`config.mk`:
```
export PLATFORM = sky130hd
export DESIGN_NAME = phase_frame_assembler
export DESIGN_NICKNAME = d
export VERILOG_FILES = /design/src/rtl/phase_frame_assembler.sv
export SDC_FILE = /design/constraint.sdc
export NUM_CORES = 1
export LEC_CHECK = 0
export BUFFER_PORTS_ARGS = -buffer_cell sky130_fd_sc_hd__buf_2
export CORE_MARGIN = 1.5
export CORE_UTILIZATION = 48
export DETAILED_ROUTE_END_ITERATION = 8
export PLACE_DENSITY = 0.71
export REMOVE_ABC_BUFFERS = 1
export SKIP_CTS_REPAIR_TIMING = 1
export SLEW_MARGIN = 20
export SYNTH_ARGS = -nofsm -noshare
export SYNTH_HDL_FRONTEND = slang
export SYNTH_SLANG_ARGS = --single-unit
```
`constraint.sdc`:
```
create_clock -name clock -period 4.1 [get_ports clock]
set_input_delay 0.41 -clock clock [delete_from_list [all_inputs] [get_ports clock]]
set_output_delay 0.41 -clock clock [all_outputs]
set_load 0.01 [all_outputs]
```
`src/rtl/phase_frame_assembler.sv`:
```
// Gathers one sample per phase in any arrival order, then replays the frame in
// ascending phase order with last on the final beat; flags malformed frames.
module phase_frame_assembler #(
    parameter int N_PHASES       = 6,
    parameter int DATA_WIDTH     = 32,
    parameter int DEST_WIDTH     = 8,
    parameter int TIMEOUT_CYCLES = 1000
) (
    input  logic                  clock,
    input  logic                  reset,
    input  logic [DATA_WIDTH-1:0] i_phases_in_data,
    input  logic [DEST_WIDTH-1:0] i_phases_in_dest,
    input  logic                  i_phases_in_valid,
    output logic                  o_phases_in_ready,
    output logic [DATA_WIDTH-1:0] o_frame_out_data,
    output logic [DEST_WIDTH-1:0] o_frame_out_dest,
    output logic                  o_frame_out_valid,
    input  logic                  i_frame_out_ready,
    output logic                  o_frame_out_last,
    output logic                  o_err_duplicate,
    output logic                  o_err_dest,
    output logic                  o_err_timeout,
    output logic [15:0]           o_frame_count
);

    localparam int IDX_W = (N_PHASES > 1) ? $clog2(N_PHASES) : 1;
    localparam int TMR_W = (TIMEOUT_CYCLES > 1) ? $clog2(TIMEOUT_CYCLES + 1) : 1;

    localparam logic [TMR_W-1:0]      TMO_LIMIT  = TMR_W'(TIMEOUT_CYCLES);
    localparam logic [TMR_W-1:0]      TMR_ZERO   = {TMR_W{1'b0}};
    localparam logic [TMR_W-1:0]      TMR_ONE    = TMR_W'(1);
    localparam logic [IDX_W-1:0]      K_ZERO     = {IDX_W{1'b0}};
    localparam logic [IDX_W-1:0]      K_ONE      = IDX_W'(1);
    localparam logic [IDX_W-1:0]      K_LAST     = IDX_W'(N_PHASES - 1);
    localparam logic [N_PHASES-1:0]   MASK_ZERO  = {N_PHASES{1'b0}};
    localparam logic [N_PHASES-1:0]   MASK_FULL  = {N_PHASES{1'b1}};
    localparam logic [N_PHASES-1:0]   MASK_ONE   = {{(N_PHASES-1){1'b0}}, 1'b1};
    localparam logic [DEST_WIDTH-1:0] DEST_LIMIT = DEST_WIDTH'(N_PHASES);
    localparam logic [DEST_WIDTH-1:0] DEST_ZERO  = {DEST_WIDTH{1'b0}};
    localparam logic [DATA_WIDTH-1:0] DATA_ZERO  = {DATA_WIDTH{1'b0}};

    typedef enum logic {
        ST_COLLECT = 1'b0,
        ST_EMIT    = 1'b1
    } state_t;

    state_t                r_state;
    logic                  r_in_ready;
    logic                  r_out_valid;
    logic [DATA_WIDTH-1:0] r_out_data;
    logic [DEST_WIDTH-1:0] r_out_dest;
    logic                  r_out_last;
    logic [N_PHASES-1:0]   r_mask;
    logic [TMR_W-1:0]      r_timer;
    logic [IDX_W-1:0]      r_k;
    logic                  r_err_dup;
    logic                  r_err_dest;
    logic                  r_err_tmo;
    logic [15:0]           r_frame_count;
    logic [DATA_WIDTH-1:0] r_buf [N_PHASES];

    state_t                w_state_n;
    logic                  w_in_ready_n;
    logic                  w_out_valid_n;
    logic [DATA_WIDTH-1:0] w_out_data_n;
    logic [DEST_WIDTH-1:0] w_out_dest_n;
    logic                  w_out_last_n;
    logic [N_PHASES-1:0]   w_mask_n;
    logic [TMR_W-1:0]      w_timer_n;
    logic [IDX_W-1:0]      w_k_n;
    logic                  w_err_dup_n;
    logic                  w_err_dest_n;
    logic                  w_err_tmo_n;
    logic [15:0]           w_frame_count_n;

    logic                  w_accept;
    logic                  w_in_range;
    logic                  w_beat_ok;
    logic [IDX_W-1:0]      w_idx;
    logic [N_PHASES-1:0]   w_bit;
    logic                  w_complete;
    logic                  w_timeout_hit;
    logic [IDX_W-1:0]      w_k_inc;

    // Decode of the incoming beat and the frame-level conditions it triggers.
    always_comb begin
        w_accept      = r_in_ready && i_phases_in_valid;
        w_in_range    = (i_phases_in_dest < DEST_LIMIT);
        w_beat_ok     = w_accept && w_in_range;
        w_idx         = i_phases_in_dest[IDX_W-1:0];
        w_bit         = MASK_ONE << w_idx;
        w_complete    = w_beat_ok && ((r_mask | w_bit) == MASK_FULL);
        w_timeout_hit = (TIMEOUT_CYCLES != 0) && (r_mask != MASK_ZERO) && (r_timer == TMO_LIMIT);
        w_k_inc       = r_k + K_ONE;
    end

    // Next-state and next-output logic for the collect/emit sequencer.
    always_comb begin
        w_state_n       = r_state;
        w_in_ready_n    = r_in_ready;
        w_out_valid_n   = r_out_valid;
        w_out_data_n    = r_out_data;
        w_out_dest_n    = r_out_dest;
        w_out_last_n    = r_out_last;
        w_mask_n        = r_mask;
        w_timer_n       = r_timer;
        w_k_n           = r_k;
        w_err_dup_n     = 1'b0;
        w_err_dest_n    = 1'b0;
        w_err_tmo_n     = 1'b0;
        w_frame_count_n = r_frame_count;

        case (r_state)
            ST_COLLECT: begin
                w_err_dest_n = w_accept && !w_in_range;
                if (w_complete) begin
                    // Phase 0 may be the completing beat, so bypass the buffer for it.
                    w_state_n     = ST_EMIT;
                    w_in_ready_n  = 1'b0;
                    w_out_valid_n = 1'b1;
                    w_out_data_n  = (w_idx == K_ZERO) ? i_phases_in_data : r_buf[0];
                    w_out_dest_n  = DEST_ZERO;
                    w_out_last_n  = 1'b0;
                    w_k_n         = K_ZERO;
                    w_mask_n      = r_mask | w_bit;
                end else if (w_timeout_hit) begin
                    w_err_tmo_n = 1'b1;
                    if (w_beat_ok) begin
                        w_mask_n  = w_bit;
                        w_timer_n = TMR_ONE;
                    end else begin
                        w_mask_n  = MASK_ZERO;
                        w_timer_n = TMR_ZERO;
                    end
                end else if (w_beat_ok) begin
                    w_err_dup_n = |(r_mask & w_bit);
                    w_mask_n    = r_mask | w_bit;
                    w_timer_n   = r_timer + TMR_ONE;
                end else if (r_mask != MASK_ZERO) begin
                    w_timer_n = r_timer + TMR_ONE;
                end else begin
                    w_timer_n = TMR_ZERO;
                end
            end
            ST_EMIT: begin
                if (r_out_valid && i_frame_out_ready) begin
                    if (r_k == K_LAST) begin
                        w_state_n       = ST_COLLECT;
                        w_in_ready_n    = 1'b1;
                        w_out_valid_n   = 1'b0;
                        w_out_last_n    = 1'b0;
                        w_k_n           = K_ZERO;
                        w_mask_n        = MASK_ZERO;
                        w_timer_n       = TMR_ZERO;
                        w_frame_count_n = r_frame_count + 16'd1;
                    end else begin
                        w_k_n        = w_k_inc;
                        w_out_data_n = r_buf[w_k_inc];
                        w_out_dest_n = DEST_WIDTH'(w_k_inc);
                        w_out_last_n = (w_k_inc == K_LAST);
                    end
                end else begin
                    w_k_n = r_k;
                end
            end
            default: begin
                w_state_n     = ST_COLLECT;
                w_in_ready_n  = 1'b1;
                w_out_valid_n = 1'b0;
                w_mask_n      = MASK_ZERO;
                w_timer_n     = TMR_ZERO;
                w_k_n         = K_ZERO;
            end
        endcase
    end

    // State and control registers with synchronous active-low reset.
    always_ff @(posedge clock) begin
        if (!reset) begin
            r_state       <= ST_COLLECT;
            r_in_ready    <= 1'b1;
            r_out_valid   <= 1'b0;
            r_out_data    <= DATA_ZERO;
            r_out_dest    <= DEST_ZERO;
            r_out_last    <= 1'b0;
            r_mask        <= MASK_ZERO;
            r_timer       <= TMR_ZERO;
            r_k           <= K_ZERO;
            r_err_dup     <= 1'b0;
            r_err_dest    <= 1'b0;
            r_err_tmo     <= 1'b0;
            r_frame_count <= 16'd0;
        end else begin
            r_state       <= w_state_n;
            r_in_ready    <= w_in_ready_n;
            r_out_valid   <= w_out_valid_n;
            r_out_data    <= w_out_data_n;
            r_out_dest    <= w_out_dest_n;
            r_out_last    <= w_out_last_n;
            r_mask        <= w_mask_n;
            r_timer       <= w_timer_n;
            r_k           <= w_k_n;
            r_err_dup     <= w_err_dup_n;
            r_err_dest    <= w_err_dest_n;
            r_err_tmo     <= w_err_tmo_n;
            r_frame_count <= w_frame_count_n;
        end
    end

    // Sample storage; contents are don't-care until the mask marks them valid.
    always_ff @(posedge clock) begin
        if (w_beat_ok) begin
            r_buf[w_idx] <= i_phases_in_data;
        end
    end

    assign o_phases_in_ready = r_in_ready;
    assign o_frame_out_valid = r_out_valid;
    assign o_frame_out_data  = r_out_data;
    assign o_frame_out_dest  = r_out_dest;
    assign o_frame_out_last  = r_out_last;
    assign o_err_duplicate   = r_err_dup;
    assign o_err_dest        = r_err_dest;
    assign o_err_timeout     = r_err_tmo;
    assign o_frame_count     = r_frame_count;

endmodule

```
==> impl_metrics.env <==
export IMPL_status="finished clean"
export IMPL_p_leak_uw=0.004756
export IMPL_ioPinCount=106
export IMPL_worst_pin_slew_ns=1.055
export IMPL_layout_common_cells="edfxtp_1, buf_2, nand2_1"
export IMPL_gr_total_overflow=0
export IMPL_syn_avg_cell_area_um2=14.65
export IMPL_grt_usage_pct=19.04
export IMPL_cts_sinks=269
export IMPL_grt_max_degree=74
export IMPL_rsz0062_at_grt="false"
export IMPL_drc=0
export IMPL_postRouteWirelength_um=24080
export IMPL_cts_made_buffers=28
export IMPL_start_util_pct=49.38
export IMPL_worst_path_max_delay_cell="buf_4"
export IMPL_setup_viol=0
export IMPL_slew_headroom_pct=29.69
export IMPL_gp_congestion=0.7508
export IMPL_clkLatencyLatePin_ns=0.56
export IMPL_dieHeight_um=159.1
export IMPL_placementRows=56
export IMPL_cts_tree="yes"
export IMPL_finalHoldViolations=0
export IMPL_cp_arrival_ns=3.34
export IMPL_port_buffers=100
export IMPL_htree_num_levels=1
export IMPL_dieArea_um2=25310
export IMPL_area_delta_synth_final_pct=15.32
export IMPL_cp_end_kind="flip-flop"
export IMPL_cap_violations=0
export IMPL_pwr_share_comb_pct=2.1
export IMPL_async_reset_ff_share_pct=0
export IMPL_drtIter0Drc=460
export IMPL_routedWlPerCell_um=19.56
export IMPL_pwr_share_seq_pct=50.8
export IMPL_dieWidth_um=159.1
export IMPL_switchingPower_uw=1128
export IMPL_syn_cell_area_um2=11690
export IMPL_ctsRootBufferMaster="clkbuf_16"
export IMPL_grt_pass1_vias=6866
export IMPL_fillers=1947
export IMPL_firstDrtPassIters=5
export IMPL_finalCritPeriodShare_pct=71.24
export IMPL_clockPowerShare_pct=47.1
export IMPL_power_total_uw=5726
export IMPL_ys_seq_area_share_pct=62.49
export IMPL_synth_enable_flop_cells=192
export IMPL_switching_share_pct=19.70
export IMPL_fmax_mhz=342.4
export IMPL_diodes=0
export IMPL_ir_worst_vdd_uv=306.7
export IMPL_cp_start_kind="flip-flop"
export IMPL_fin_crit_ns=2.921
export IMPL_drive_gt1_share_pct=27.08
export IMPL_fin_skew_ns=0.01460
export IMPL_antenna_found_initial=2
export IMPL_dp_hpwl_um=13290
export IMPL_vias=6859
export IMPL_intPower_uw=4597
export IMPL_crit_path_max_fanout=67
export IMPL_synth_distinct_cells=65
export IMPL_synth_ff_type="edfxtp_1"
export IMPL_yosysWarnings=0
export IMPL_powerDensity_nw_per_um2=424.6
export IMPL_cpPeakStageDelay_ns=0.72
export IMPL_multiInputGateArea_um2=4131
export IMPL_timing_hold_ws_ns=0.1103
export IMPL_final_common_cell="edfxtp_1"
export IMPL_path_cells="buf_4 > ha_1 > xor2_4 > buf_4 > mux2i_1 > nand2_1 > o211ai_1 > mux2i_1"
export IMPL_synth_cells=798
export IMPL_core_area_um2=23680
export IMPL_nets=941
export IMPL_seqCellArea_um2=7312
export IMPL_hold_path_class="in -> reg"
export IMPL_required_ns=4.52
export IMPL_worstSetupPathType="reg -> reg"
export IMPL_antenna_left=0
export IMPL_via_per_inst=5.572
export IMPL_path_clk_slew_ns=0.07
export IMPL_synth_seq_cells=269
export IMPL_grt_pass1_wl_um=38350
export IMPL_drv_slew=0
export IMPL_clk_path_buf_depth=3
-- kinds of logic (layout without fill, tap and decap cells) --
group	count (synthesis)	in the layout	share of synthesized area, %
DFF	269	269	62.49
AOI/OAI and AO/OA	96	96	6.655
muxes	164	164	18.15
buffers and inverters	64	174	2.621
and+or+nand+nor	186	186	8.517
other	1	5	0.03207
adders and majority gates	6	6	0.6420
xor gates and xnor gates	12	12	0.8988
-- final timing paths --
kind                              from              endpoint  slack (ns)  depth (start not counted)
hold / removal    i_phases_in_data[26]          r_buf[5][26]        0.11                          1
setup reg to reg                r_k[0]  o_frame_out_data[15]        1.18                          8
hold reg to reg   o_frame_out_data[17]  o_frame_out_data[17]        0.45                          2
setup / recovery                r_k[0]  o_frame_out_data[15]        1.18                          8
-- sequential cells by signal (all words and copies together), names as in the netlist, 3 cells and up --
| register | count |
|---|---|
| o_frame_count | 16 |
| o_frame_out_data | 32 |
| o_frame_out_dest | 3 |
| r_buf | 192 |
| r_k | 3 |
| r_mask | 6 |
| r_timer | 10 |
-- metal layers --
layer	GRT usage [%]	up-vias	routed length, um
met5	0	-	21
li1	-	3242	-
met4	4.374	4	400
met2	32.47	169	11670
met3	3.100	31	1192
met1	25.61	3413	10790
-- power groups by stage --
stage          clock [uW]  combinational [uW]  sequential (uW)
2_1_floorplan           0                38.8             2970
3_3_place_gp            0                 118             2970
3_5_place_dp            0                 120             2970
4_1_cts              2740                 121             2910
5_1_grt              2850                 132             2910
6_report             2700                 120             2910
-- through the flow --
| stage | worst slack, ns | instance area [um^2] | std cells | util (%) | TNS (ns) |
|---|---|---|---|---|---|
| after floorplan | -1.055 | 11440 | 748 | - | -35.73 |
| after detailed placement | 1.123 | 12480 | 1180 | 52.70 | 0 |
| after CTS | 1.125 | 13490 | 1231 | 56.94 | 0 |
| final | 1.179 | 13490 | 1231 | 56.94 | 0 |
| after global placement | 1.181 | 12480 | 1180 | 52.70 | 0 |
| after global routing | 1.003 | 13490 | 1231 | 56.94 | 0 |
-- critical path: cells and delay by family (launching register included) --
kind / cells / cell delay [ns]
AOI/OAI and AO/OA: 1 / 0.14
xor gates and xnor gates: 1 / 0.15
adders and majority gates: 1 / 0.37
buffers and inverters: 2 / 1.30
DFF: 1 / 0.34
muxes: 2 / 0.41
and+or+nand+nor: 1 / 0.07
-- cell usage after synthesis (2+ instances only) --
cell      number  area [um^2]
xor2_1         6        52.55
buf_6          5        56.30
nand2_1       90        337.8
nand3_1       10        50.05
a32o_1         4        40.04
nor3_1         9        45.04
mux2_1        28        315.3
clkbuf_1      31        116.4
mux2i_1       68        680.7
ha_1           6        75.07
and3_1         8        50.05
nand3b_1       7        52.55
a32oi_1        2        17.52
inv_1         10        37.54
o32ai_1        3        26.28
nand2b_1       2        12.51
nor3b_1        2        15.01
xnor2_1        6        52.55
edfxtp_1     192         5766
or3_1          6        37.54
and4bb_1       2        25.02
nand4_1        4        25.02
buf_2          8        40.04
and4_1         2        17.52
a41oi_1        4        35.03
nor4_4         2        42.54
a22o_1         3        26.28
a21oi_1        3        15.01
o21ai_1        5        25.02
o211ai_1      39        292.8
nor2_1         9        33.78
a211oi_4       2        40.04
mux2_2        36        405.4
a21boi_1       9        67.56
mux4_2        32        720.7
nor2b_1        2        12.51
buf_1          5        18.77
a31oi_1        5        31.28
o21ai_0        5        25.02
buf_4          5        37.54
dfxtp_1       77         1541
and2_1        21        131.4
-- final cells by class --
| class | instances | area share, % |
|---|---|---|
| flip-flops and latches | 269 | 54.22 |
| multi-input cells | 469 | 30.64 |
| clock buffers | 37 | 5.743 |
| repair buffers | 113 | 4.454 |
| well taps | 319 | 2.960 |
| clock inverters | 14 | 1.707 |
| inverters | 10 | 0.2783 |
Power figures use the tool's default switching activity.
